==> src/rtl/piso_serializer_pkg.sv <==
// Shared definitions for the serial-link blocks: FSM encodings and a
// constant clog2 used to size counters from elaboration-time parameters.
package piso_serializer_pkg;

    typedef enum logic {
        ST_IDLE  = 1'b0,
        ST_SHIFT = 1'b1
    } state_t;

    function automatic int clog2(input int value);
        int result;
        int v;
        result = 0;
        v = value - 1;
        while (v > 0) begin
            result = result + 1;
            v = v >> 1;
        end
        return result;
    endfunction

endpackage

==> src/rtl/piso_serializer_bit_counter.sv <==
// Bit position counter for the serializer; saturates at WIDTH-1 and flags
// both the terminal position and the one before it.
module bit_counter
    import piso_serializer_pkg::*;
#(
    parameter int WIDTH = 10,
    parameter int CNT_W = clog2(WIDTH + 1)
) (
    input  logic clk,
    input  logic rst,
    input  logic clear,
    input  logic inc,
    output logic tc,
    output logic pre_tc
);

    logic [CNT_W-1:0] cnt;

    always_ff @(posedge clk) begin
        if (rst) begin
            cnt <= '0;
        end else if (clear) begin
            cnt <= '0;
        end else if (inc && !tc) begin
            cnt <= cnt + 1'b1;
        end
    end

    assign tc     = (cnt == CNT_W'(WIDTH - 1));
    assign pre_tc = (cnt == CNT_W'(WIDTH - 2));

endmodule

==> src/rtl/piso_serializer.sv <==
// Parallel-in serial-out transmitter: LSB-first bit stream with a per-bit
// strobe, valid/ready word intake and a downstream hold.
//
// state    | meaning
// ---------+-----------------------------------------------------------
// ST_IDLE  | no word in flight, o_READY high, waiting for a handshake
// ST_SHIFT | presenting bits; o_EN low only while a hold is in effect
module piso_serializer
    import piso_serializer_pkg::*;
#(
    parameter int WIDTH = 10,
    parameter int CNT_W = clog2(WIDTH + 1)
) (
    input  logic             i_CLK,
    input  logic             i_RST,
    input  logic             i_VALID,
    input  logic [WIDTH-1:0] i_DATA,
    output logic             o_READY,
    input  logic             i_HOLD,
    output logic             o_SO,
    output logic             o_EN,
    output logic             o_LAST,
    output logic             o_DONE
);

    state_t           state;
    logic [WIDTH-1:0] shreg;
    logic             accept;
    logic             advance;
    logic             tc;
    logic             pre_tc;

    // The last bit can be replaced by a new word's bit 0 only if it is
    // actually being consumed this cycle, hence the o_EN and i_HOLD terms.
    assign o_READY = !i_RST &&
                     ((state == ST_IDLE) ||
                      ((state == ST_SHIFT) && tc && o_EN && !i_HOLD));
    assign accept  = i_VALID && o_READY;
    assign advance = (state == ST_SHIFT) && !i_HOLD && !tc;

    bit_counter #(
        .WIDTH (WIDTH),
        .CNT_W (CNT_W)
    ) u_bit_counter (
        .clk    (i_CLK),
        .rst    (i_RST),
        .clear  (accept),
        .inc    (advance),
        .tc     (tc),
        .pre_tc (pre_tc)
    );

    always_ff @(posedge i_CLK) begin
        if (i_RST) begin
            state  <= ST_IDLE;
            shreg  <= '0;
            o_SO   <= 1'b0;
            o_EN   <= 1'b0;
            o_LAST <= 1'b0;
            o_DONE <= 1'b0;
        end else begin
            o_DONE <= 1'b0;
            case (state)
                ST_IDLE: begin
                    if (accept) begin
                        state  <= ST_SHIFT;
                        shreg  <= i_DATA >> 1;
                        o_SO   <= i_DATA[0];
                        o_EN   <= 1'b1;
                        o_LAST <= 1'b0;
                    end
                end
                ST_SHIFT: begin
                    if (i_HOLD) begin
                        o_EN   <= 1'b0;
                        o_LAST <= 1'b0;
                    end else if (tc) begin
                        o_DONE <= 1'b1;
                        if (accept) begin
                            shreg  <= i_DATA >> 1;
                            o_SO   <= i_DATA[0];
                            o_EN   <= 1'b1;
                            o_LAST <= 1'b0;
                        end else begin
                            state  <= ST_IDLE;
                            o_EN   <= 1'b0;
                            o_LAST <= 1'b0;
                        end
                    end else begin
                        shreg  <= shreg >> 1;
                        o_SO   <= shreg[0];
                        o_EN   <= 1'b1;
                        o_LAST <= pre_tc;
                    end
                end
                default: begin
                    state <= ST_IDLE;
                    o_EN  <= 1'b0;
                end
            endcase
        end
    end

endmodule

==> config.mk <==
export PLATFORM = sky130hd
export DESIGN_NAME = piso_serializer
export DESIGN_NICKNAME = d
export VERILOG_FILES = /design/src/rtl/piso_serializer_pkg.sv /design/src/rtl/piso_serializer_bit_counter.sv /design/src/rtl/piso_serializer.sv
export SDC_FILE = /design/constraint.sdc
export NUM_CORES = 1
export LEC_CHECK = 0
export BUFFER_PORTS_ARGS = -buffer_cell sky130_fd_sc_hd__buf_2
export CORE_MARGIN = 2
export CORE_UTILIZATION = 45
export CTS_CLUSTER_SIZE = 16
export DETAILED_ROUTE_END_ITERATION = 8
export GPL_TIMING_DRIVEN = 1
export PLACE_DENSITY = 0.7
export SLEW_MARGIN = 15
export SYNTH_ARGS = -nofsm -noshare
export SYNTH_HDL_FRONTEND = slang
export SYNTH_HIERARCHICAL = 1
export SYNTH_SLANG_ARGS = --single-unit
==> constraint.sdc <==
create_clock -name i_CLK -period 2 [get_ports i_CLK]
set_input_delay 0 -clock i_CLK [delete_from_list [all_inputs] [get_ports i_CLK]]
set_output_delay 0 -clock i_CLK [all_outputs]
set_load 0.005 [all_outputs]
==> flow_summary.json, run 1 <==
{
  "synth_top_family_by_area": "simple AND/OR/NAND/NOR gates",
  "htreeDepth": 1,
  "max_freq_mhz": 542.6,
  "drive_gt1_share_pct": 28.69,
  "synth.area.mux_share_pct": 12.52,
  "multi_input_comb_area_um2": 523.0,
  "worstPathCellList": "inv_1, ha_1, and3b_1, nand2b_1, or2_1, inv_2, nand2_1, or3_1, a21boi_1",
  "post_dp_cell_area_mm2": 0.001074,
  "ys_warn_count": 6,
  "ys_types": 32,
  "irDropWorstVdd_uv": 340.5,
  "start_kind": "flip-flop",
  "boundaryPins": 19,
  "period_share_pct": 92.15,
  "wl_per_cell_um": 12.05,
  "fin_area_mm2": 0.001122,
  "cpLargestDelayFamily": "simple AND/OR/NAND/NOR gates",
  "overflow": 0,
  "final_cell_mix": "dfxtp_1 (19), buf_2 (18), mux2i_1 (12), nor3_1 (11)",
  "powerDensity_mw_per_mm2": 675.1,
  "gr-usage-all-layers_pct": 15.08,
  "cp_data_required_time_ns": 2.23,
  "critical_path.max_fanout": 5,
  "maxSlewHeadroom_pct": 71.61,
  "drv_cap": 0,
  "arrival_ns": 2.07,
  "end_kind": "flip-flop",
  "grt_antenna_before_repair": 0,
  "min_path_type": "in -> reg",
  "final_common_cell": "dfxtp_1",
  "cts-root-buf": "clkbuf_4",
  "r2r_slack_ns": 0.16,
  "use_met3_pct": 2.083,
  "synth_cells": 100,
  "syn_nets": 117,
  "gp_congestion": 0.7867,
  "final-hold-violation-count": 0,
  "synth_area_per_cell_um2": 9.597,
  "rows": 16,
  "synthAdderAreaFrac_pct": 3.911,
  "port-buffer-count": 18,
  "path_clk_slew_ns": 0.10,
  "outcome": "complete, no violations",
  "met1_usage_pct": 18.32,
  "ys_seq_area_share_pct": 39.63,
  "firstDrtPassIters": 4,
  "coreArea_mm2": 0.001982,
  "dpl.hpwl_um": 1274,
  "synth_top_area_cell": "dfxtp_1",
  "syn_to_final_growth_pct": 16.95,
  "grt_pass1_vias": 722,
  "p_leak_nw": 0.5002,
  "grt_pass1_wl_um": 2939,
  "busiest_layer": "met2",
  "start_util_pct": 48.42,
  "clk_latency_ns": 0.29,
  "rsz0062_at_grt": "false",
  "netlist_area_um2": 959.7,
  "die_area_mm2": 0.002518,
  "nets": 140,
  "clockBufferDepth": 2,
  "drtIter0Drc": 12,
  "num_antenna_cells": 0,
  "num_vias": 775,
  "die_w_um": 50.18,
  "skew_ns": 0.002717,
  "synth-xor-area-share_pct": 0.9126,
  "numCtsBuffers": 3,
  "cts_tree": "built",
  "drt-total-wl_um": 1796,
  "min_period_ns": 1.843,
  "cp_num_buf_inv": 2,
  "power_mw": 0.7576,
  "post-route-drc-count": 0,
  "vias_per_cell": 5.201,
  "synth_area_leaders": "dfxtp_1 (40%), mux2i_1 (13%), a211oi_2 (10%)",
  "met2_usage_pct": 25.66,
  "synth_compound_area_share_pct": 17.60,
  "fp.dieH_um": 50.18,
  "ys_ff_latch": 19,
  "maxSlewViolCount": 0,
  "fillers": 195,
  "critPathMaxStageDelay_ns": 0.39,
  "grt_max_degree": 20,
  "critPathKind": "reg -> reg",
  "worst_slew_pin_slew_ns": 0.4259,
  "clock_sinks": 19,
  "synthSimpleGateAreaFrac_pct": 19.30,
  "tns_ns": 0,
  "cp_slowest_cell": "dfxtp_1",
  "ant_nets": 0,
  "synth_top_area_share_pct": 39.63,
  "seq_area_um2": 380.4,
  "finalSetupViolations": 0
}
per-stage QoR:
step                util [%]  setup slack (ns)  instances  hold WS (ns)
floorplan                  -            0.1501        100       0.07169
global placement       54.17            0.2367        143        0.2168
detailed placement     54.17            0.1711        143        0.2172
CTS                    56.50            0.1451        149       0.07192
global route           56.63           0.02243        149       0.07150
finish                 56.63            0.1570        149       0.07849
Yosys cell counts:
cell type	instances
nor2b_1	2
buf_2	2
nand4_1	1
a21oi_1	2
and2_1	1
or2_1	1
a22oi_1	1
nor2_1	3
o21ai_1	1
o21ai_0	2
a211oi_1	2
o21a_1	1
dfxtp_1	19
nor4_1	1
nor3b_1	1
nand3b_1	1
nand2b_1	2
ha_1	3
inv_2	1
buf_6	1
inv_1	4
buf_4	2
mux2i_1	12
a211oi_2	8
a21boi_1	1
buf_1	1
or3_1	1
nand2_1	8
nor3_1	11
xor2_1	1
a31oi_1	1
and3b_1	2
tightest hold or removal path: stages:
cell and delay, ns:
buf_2 0.09, mux2i_1 0.15, a211oi_2 0.08
final timing paths:
kind / depth (start not counted) / from / to
worst min-delay path: 3 / i_DATA[0] / o_SO$_SDFFE_PP0P_
worst max-delay path: 9 / u_bit_counter/cnt[1]$_SDFFE_PP0P_ / u_bit_counter/cnt[2]$_SDFFE_PP0P_
worst max register to register: 9 / u_bit_counter/cnt[1]$_SDFFE_PP0P_ / u_bit_counter/cnt[2]$_SDFFE_PP0P_
worst min register to register: 1 / shreg[9]$_SDFFE_PP0P_ / shreg[9]$_SDFFE_PP0P_
state kept, by name (all words and copies together), names as in the netlist:
name	flops
o_DONE	1
o_EN	1
o_LAST	1
o_SO	1
shreg	10
state	1
u_bit_counter/cnt	4
where the power goes:
group	switching, mW	total [mW]	internal [mW]
Sequential	0.0162	0.420	0.404
Clock	0.110	0.188	0.0775
Combinational	0.0796	0.150	0.0705
Total	0.206	0.758	0.552
routing by layer:
layer  routed length (µm)  vias to the layer above
li1                     -                      401
met2                  851                       16
met1                  832                      352
met5                    0                        -
met3                   69                        6
met4                   42                        0
layout make-up:
class / count / share of cell area, %
sequential: 19 / 33.89
timing repair buffer: 24 / 12.49
clock buffer: 4 / 2.341
multi-input combinational: 70 / 46.60
inverter: 5 / 1.672
tap: 27 / 3.010
cell families (layout without fill, tap and decap cells):
kind of cell	count (synthesis)	count (layout)
AO/OA/AOI/OAI	19	19
XOR/XNOR	1	1
adder cells (fa/ha/maj)	3	3
buffers and inverters	11	33
flip-flops	19	19
multiplexers	12	12
AND/OR/NAND/NOR	35	35
what timing repair did:
item / 4_1_cts / 5_1_grt
setup endpoints to repair: 0 / 2
gates resized for setup: 0 / 1
hold buffers: 2 / 0
buffers inserted: 0 / 0
hold endpoints to repair: 2 / 0
Power figures use the tool's default switching activity.
==> run 2, diff against run 1 <==
Clock period 2 ns to 1.57 ns, I/O delays scaled along.
==> run 2 against run 1 <==
Against the previous run: the run now ends with negative setup slack left; sequential share of layout area is 6.5 points lower; sequential power is 29% higher; via count is 12% higher; flip-flop and latch count stayed put; combinational power is 87% higher; clock power is 32% higher; first-iteration DRC count is 50% lower; count of clock-buffer cells in the layout stayed put; utilization is 14 points higher; largest power group unchanged.
==> flow_summary.json, run 2 (synthesis results as in run 1) <==
{
  "outcome": "complete, but fails checks",
  "failed_checks": "negative setup slack",
  "irDropWorstVdd_uv": 542.6,
  "largestRegisters": "shreg x10, u_bit_counter/cnt x4",
  "critPathMaxStageDelay_ns": 0.36,
  "post-route-drc-count": 0,
  "dp_worst_setup_slack_ns": -0.2084,
  "min_path_type": "in -> reg",
  "final_cell_mix": "buf_2 (18), dfxtp_1 (17), mux2i_1 (12), buf_4 (12), a211oi_2 (9)",
  "worstPathCellList": "inv_2, ha_2, and3b_1, nand2b_4, or2_4, buf_4, buf_6, nand2_8, buf_12, a211oi_1",
  "r2r_slack_ns": -0.21,
  "rsz0062_at_grt": "true",
  "num_vias": 867,
  "clockBufferDepth": 2,
  "drv_cap": 0,
  "min_period_ns": 1.775,
  "final-hold-violation-count": 0,
  "regMostFlops": "shreg",
  "clk_latency_ns": 0.30,
  "dp.cells": 150,
  "maxSlewViolCount": 0,
  "critical_path.max_fanout": 6,
  "rows": 16,
  "start_kind": "flip-flop",
  "port-buffer-count": 18,
  "largest_reg_flops": 10,
  "layout.cells.non_filler": 164,
  "worst_slack_ns": -0.2052,
  "tns_ns": -2.770,
  "grt_pass1_vias": 869,
  "max_freq_mhz": 563.3,
  "critPathKind": "reg -> reg",
  "cts_tree": "built",
  "vias_per_cell": 5.287,
  "gr-usage-all-layers_pct": 19.37,
  "cp_slowest_cell": "dfxtp_2",
  "htreeDepth": 1,
  "ant_nets": 0,
  "skew_ns": 0.008120,
  "drive_gt1_share_pct": 48.91,
  "num_antenna_cells": 0,
  "die_w_um": 50.18,
  "maxSlewHeadroom_pct": 68.48,
  "boundaryPins": 19,
  "die_area_mm2": 0.002518,
  "coreArea_mm2": 0.001982,
  "wl_per_cell_um": 14.37,
  "fillers": 153,
  "power_mw": 1.070,
  "final_common_cell": "buf_2",
  "grt_antenna_before_repair": 0,
  "dpl.hpwl_um": 1428,
  "arrival_ns": 1.94,
  "seq_area_um2": 382.9,
  "overflow": 0,
  "clock_sinks": 19,
  "fp.dieH_um": 50.18,
  "cp_data_required_time_ns": 1.74,
  "cts-root-buf": "clkbuf_4",
  "start_util_pct": 48.42,
  "grt_max_degree": 20,
  "firstDrtPassIters": 4,
  "drtIter0Drc": 6,
  "powerDensity_mw_per_mm2": 764.7,
  "multi_input_comb_area_um2": 605.6,
  "end_kind": "flip-flop",
  "drt-total-wl_um": 2356,
  "path_clk_slew_ns": 0.11,
  "numCtsBuffers": 3,
  "grt_pass1_wl_um": 3684,
  "period_share_pct": 113.1,
  "worst_slew_pin_slew_ns": 0.4727,
  "nets": 155,
  "syn_to_final_growth_pct": 45.76,
  "p_leak_nw": 0.6128,
  "gp_congestion": 0.7755,
  "finalSetupViolations": 18
}
run 2: cell types whose count changed in the layout (fill, tap and decap cells not counted), sizes merged:
cell and change:
buf +14, clkbuf +1, clkinv +1, inv -1
run 2: timing repair:
action | CTS | global route
setup endpoints to repair | 16 | 17
hold buffers | 2 | 0
gates resized for setup | 14 | 11
setup buffers | 3 | 4
gates cloned | 1 | 1
pin swaps | 10 | 5
hold endpoints to repair | 2 | 0
run 2: area by class of cell:
class                           instances  share of cell area (%)
Sequential cell                        19                   27.37
Inverter                                5                   1.699
Clock buffer                            4                   1.878
Timing Repair Buffer                   39                   23.35
Tap cell                               27                   2.415
Multi-Input combinational cell         70                   43.29
run 2: report_power, final:
| part | switching, mW | internal [mW] |
|---|---|---|
| clock network | 0.150 | 0.0989 |
| registers | 0.0255 | 0.515 |
| logic | 0.132 | 0.149 |
| total | 0.307 | 0.762 |
run 2: path summary, 6_finish.rpt:
path,startpoint,endpoint,cells after the start
max reg2reg,u_bit_counter/cnt[1]$_SDFFE_PP0P_,shreg[4]$_SDFFE_PP0P_,10
min reg2reg,shreg[9]$_SDFFE_PP0P_,shreg[9]$_SDFFE_PP0P_,1
max,u_bit_counter/cnt[1]$_SDFFE_PP0P_,shreg[4]$_SDFFE_PP0P_,10
min,i_DATA[5],shreg[4]$_SDFFE_PP0P_,3
run 2: stage by stage:
| stage | area [µm²] | hold WS [ns] | utilization, % |
|---|---|---|---|
| floorplan | 963.4 | 0.07108 | - |
| global placement | 1155 | 0.2192 | 58.27 |
| detailed placement | 1155 | 0.2220 | 58.27 |
| CTS | 1299 | 0.05878 | 65.53 |
| global route | 1399 | 0.06735 | 70.58 |
| finish | 1399 | 0.06709 | 70.58 |
run 2: routing by layer:
layer  wire length [µm]  global-route usage [%]  share of wire [%]
met1                986                   21.31                 42
met4                 36                   10.19                1.5
met3                 93                   2.679                3.9
met2               1241                   35.53                 53
met5                  0                       0                  0
run 2: worst max-delay path, delay by kind of cell (launching register included):
kind / cells / cell delay [ns]
AOI/OAI and AO/OA: 1 / 0.06
adders and majority gates: 1 / 0.15
buffers and inverters: 4 / 0.42
DFF: 1 / 0.36
and+or+nand+nor: 4 / 0.65
==> run 3, diff against run 2 <==
Settings changed: ABC_AREA from default to 1, CORE_ASPECT_RATIO from default to 1.75, PLACE_DENSITY 0.7 to 0.69.
==> run 3 against run 2 <==
Against the previous run: the run now ends clean; clock skew decreased by 0.0048 ns; critical path depth up 4; non-clock buffer count shrank 1; maximum frequency rose by 16%; final area up 6.4%; synthesized area grew 9.8%; sequential power increased by 3%; count of clock-buffer cells in the layout down 1.
==> flow_summary.json, run 3 <==
{
  "outcome": "complete, no violations",
  "p_leak_nw": 0.7455,
  "grt_antenna_before_repair": 0,
  "startpoint": "u_bit_counter/cnt[1]$_SDFFE_PP0P_",
  "skew_ns": 0.003273,
  "critical_path.max_fanout": 4,
  "gr-usage-all-layers_pct": 21.44,
  "synth_ff_type": "dfxtp_1",
  "clockBufferDepth": 2,
  "ys_warn_count": 6,
  "rows": 23,
  "max_freq_mhz": 653.6,
  "r2r_start": "u_bit_counter/cnt[1]$_SDFFE_PP0P_",
  "tns_ns": 0,
  "synth_top_area_share_pct": 36.10,
  "numCtsBuffers": 3,
  "maxSlewHeadroom_pct": 76.04,
  "cts-root-buf": "clkbuf_8",
  "fp.dieH_um": 68.01,
  "drtIter0Drc": 29,
  "coreArea_mm2": 0.002245,
  "boundaryPins": 19,
  "vias_per_cell": 4.978,
  "yosysMostFrequentCell": "nand2_1",
  "hp-start": "i_DATA[0]",
  "synth_compound_area_share_pct": 8.195,
  "dpl.hpwl_um": 1799,
  "synthAdderAreaFrac_pct": 3.563,
  "arrival_ns": 1.69,
  "start_util_pct": 46.93,
  "worst_slack_ns": 0.04007,
  "ys_types": 26,
  "end_kind": "flip-flop",
  "utilization_pct": 66.28,
  "ys_seq_area_share_pct": 36.10,
  "regMostFlops": "shreg",
  "drv_cap": 0,
  "min_period_ns": 1.530,
  "synth_edf_count": 0,
  "synth.area.mux_share_pct": 0,
  "synth_top_area_cell": "dfxtp_1",
  "synth-async-reset-ratio_pct": 0,
  "cp_data_required_time_ns": 1.73,
  "clk_latency_ns": 0.26,
  "worst_slew_pin_slew_ns": 0.3589,
  "clock_sinks": 19,
  "synth_area_per_cell_um2": 6.463,
  "synth-xor-area-share_pct": 0.8314,
  "period_share_pct": 97.45,
  "powerDensity_mw_per_mm2": 872.3,
  "worst-r2r-cell-count": 14,
  "grt_pass1_wl_um": 4084,
  "die_area_mm2": 0.002759,
  "cts_tree": "built",
  "drive_gt1_share_pct": 33.67,
  "die_w_um": 40.58,
  "firstDrtPassIters": 4,
  "gp_congestion": 0.8119,
  "wl_per_cell_um": 12.23,
  "rsz0062_at_grt": "true",
  "syn_nets": 180,
  "synthSimpleGateAreaFrac_pct": 39.90,
  "final_cell_mix": "nand2_1 (48), buf_2 (18), nor2_1 (17), inv_1 (17), dfxtp_1 (17)",
  "synth_area_leaders": "dfxtp_1 (36%), nand2_1 (19%), inv_1 (7.1%)",
  "netlist_area_mm2": 0.001054,
  "fillers": 209,
  "synthTopCellsByCount": "nand2_1 (54), inv_1 (20), dfxtp_1 (19), nor2_1 (19), nand3_1 (14)",
  "ant_nets": 0,
  "grt_pass1_vias": 1034,
  "final-hold-violation-count": 0,
  "port-buffer-count": 18,
  "maxSlewViolCount": 0,
  "start_kind": "flip-flop",
  "ys_ff_latch": 19,
  "critPathKind": "reg -> reg",
  "htreeDepth": 1,
  "overflow": 0,
  "path_clk_slew_ns": 0.07,
  "largest_reg_flops": 10,
  "synth_cells": 163,
  "min_path_type": "in -> reg",
  "post-route-drc-count": 0,
  "finalSetupViolations": 0,
  "num_antenna_cells": 0,
  "drt-total-wl_um": 2739,
  "min_path_cells": 7,
  "syn_to_final_growth_pct": 41.21,
  "irDropWorstVdd_uv": 593.7,
  "largestRegisters": "shreg x10, u_bit_counter/cnt x4",
  "grt_max_degree": 23,
  "nets": 217,
  "dp_worst_setup_slack_ns": -0.07331,
  "synth_top_family_by_area": "simple AND/OR/NAND/NOR gates",
  "num_vias": 1115,
  "final_common_cell": "nand2_1"
}
-- run 3: changes by cell type in the layout (fill, tap and decap cells not counted), moves of 6 or more --
cell,previous run,this run
nor3_1,6,0
nand3_1,0,13
nand2_1,7,48
a21oi_1,1,11
inv_1,3,17
mux2i_1,12,0
nor2_1,2,17
a211oi_2,9,0
-- run 3: power by group --
group	internal (mW)	total [mW]	switching (mW)
clock network	0.176	0.344	0.167
logic	0.194	0.396	0.203
registers	0.527	0.557	0.0301
-- run 3: worst max-delay path, cell delays in order (launching register included) --
cell,delay [ns]
dfxtp_2,0.34
inv_2,0.05
ha_4,0.16
nand3_4,0.09
inv_4,0.04
inv_2,0.07
nand2_4,0.06
buf_4,0.13
buf_4,0.13
nand2_1,0.06
nand2_1,0.06
inv_1,0.05
nand3_1,0.07
nand2_1,0.07
nor2_1,0.04
-- run 3: cells by family after synthesis --
kind of cell / count (synthesis)
compound gates: 16
xor+xnor: 1
fa+ha+maj: 3
buf+inv: 29
flops: 19
simple gates: 95
-- run 3: final timing paths --
check	to	slack, ns
setup / recovery	shreg[5]$_SDFFE_PP0P_	0.04
hold / removal	o_SO$_SDFFE_PP0P_	0.15
setup reg to reg	shreg[5]$_SDFFE_PP0P_	0.04
hold reg to reg	shreg[9]$_SDFFE_PP0P_	0.45
-- run 3: layout make-up --
type	count	area, µm²	area share (%)
inverter	23	98.84	6.644
tap	25	31.28	2.103
multi-input combinational	115	629.4	42.30
timing repair buffer	38	299.0	20.10
sequential	19	382.9	25.74
clock inverter	1	5.005	0.3364
clock buffer	3	41.29	2.775
-- run 3: repair_timing --
action	4_1_cts	5_1_grt
hold endpoints to repair	3	0
resized for setup	11	16
endpoints found under the setup margin	15	16
hold buffers	2	0
pin swaps	3	5
setup buffers	3	2
cloned	1	1
-- run 3: per-stage QoR --
step / hold slack, ns / std cells / cell area, µm² / power [mW]
after floorplan: 0.03110 / 163 / 1070 / 0.7626
final: 0.1497 / 224 / 1488 / 1.298
after CTS: 0.1553 / 221 / 1393 / 1.261
after global placement: 0.2457 / 211 / 1249 / 0.8496
after global routing: 0.2060 / 224 / 1488 / 1.371
after detailed placement: 0.2577 / 211 / 1249 / 0.8576
-- run 3: routing by layer --
layer	vias up	wire (µm)	global-route usage, %	share of wire (%)
met5	-	0	0	0
met4	0	25	9.167	0.91
met3	2	63	3.247	2.3
met2	12	1635	43.45	60
met1	521	1015	18.02	37
li1	580	-	-	-
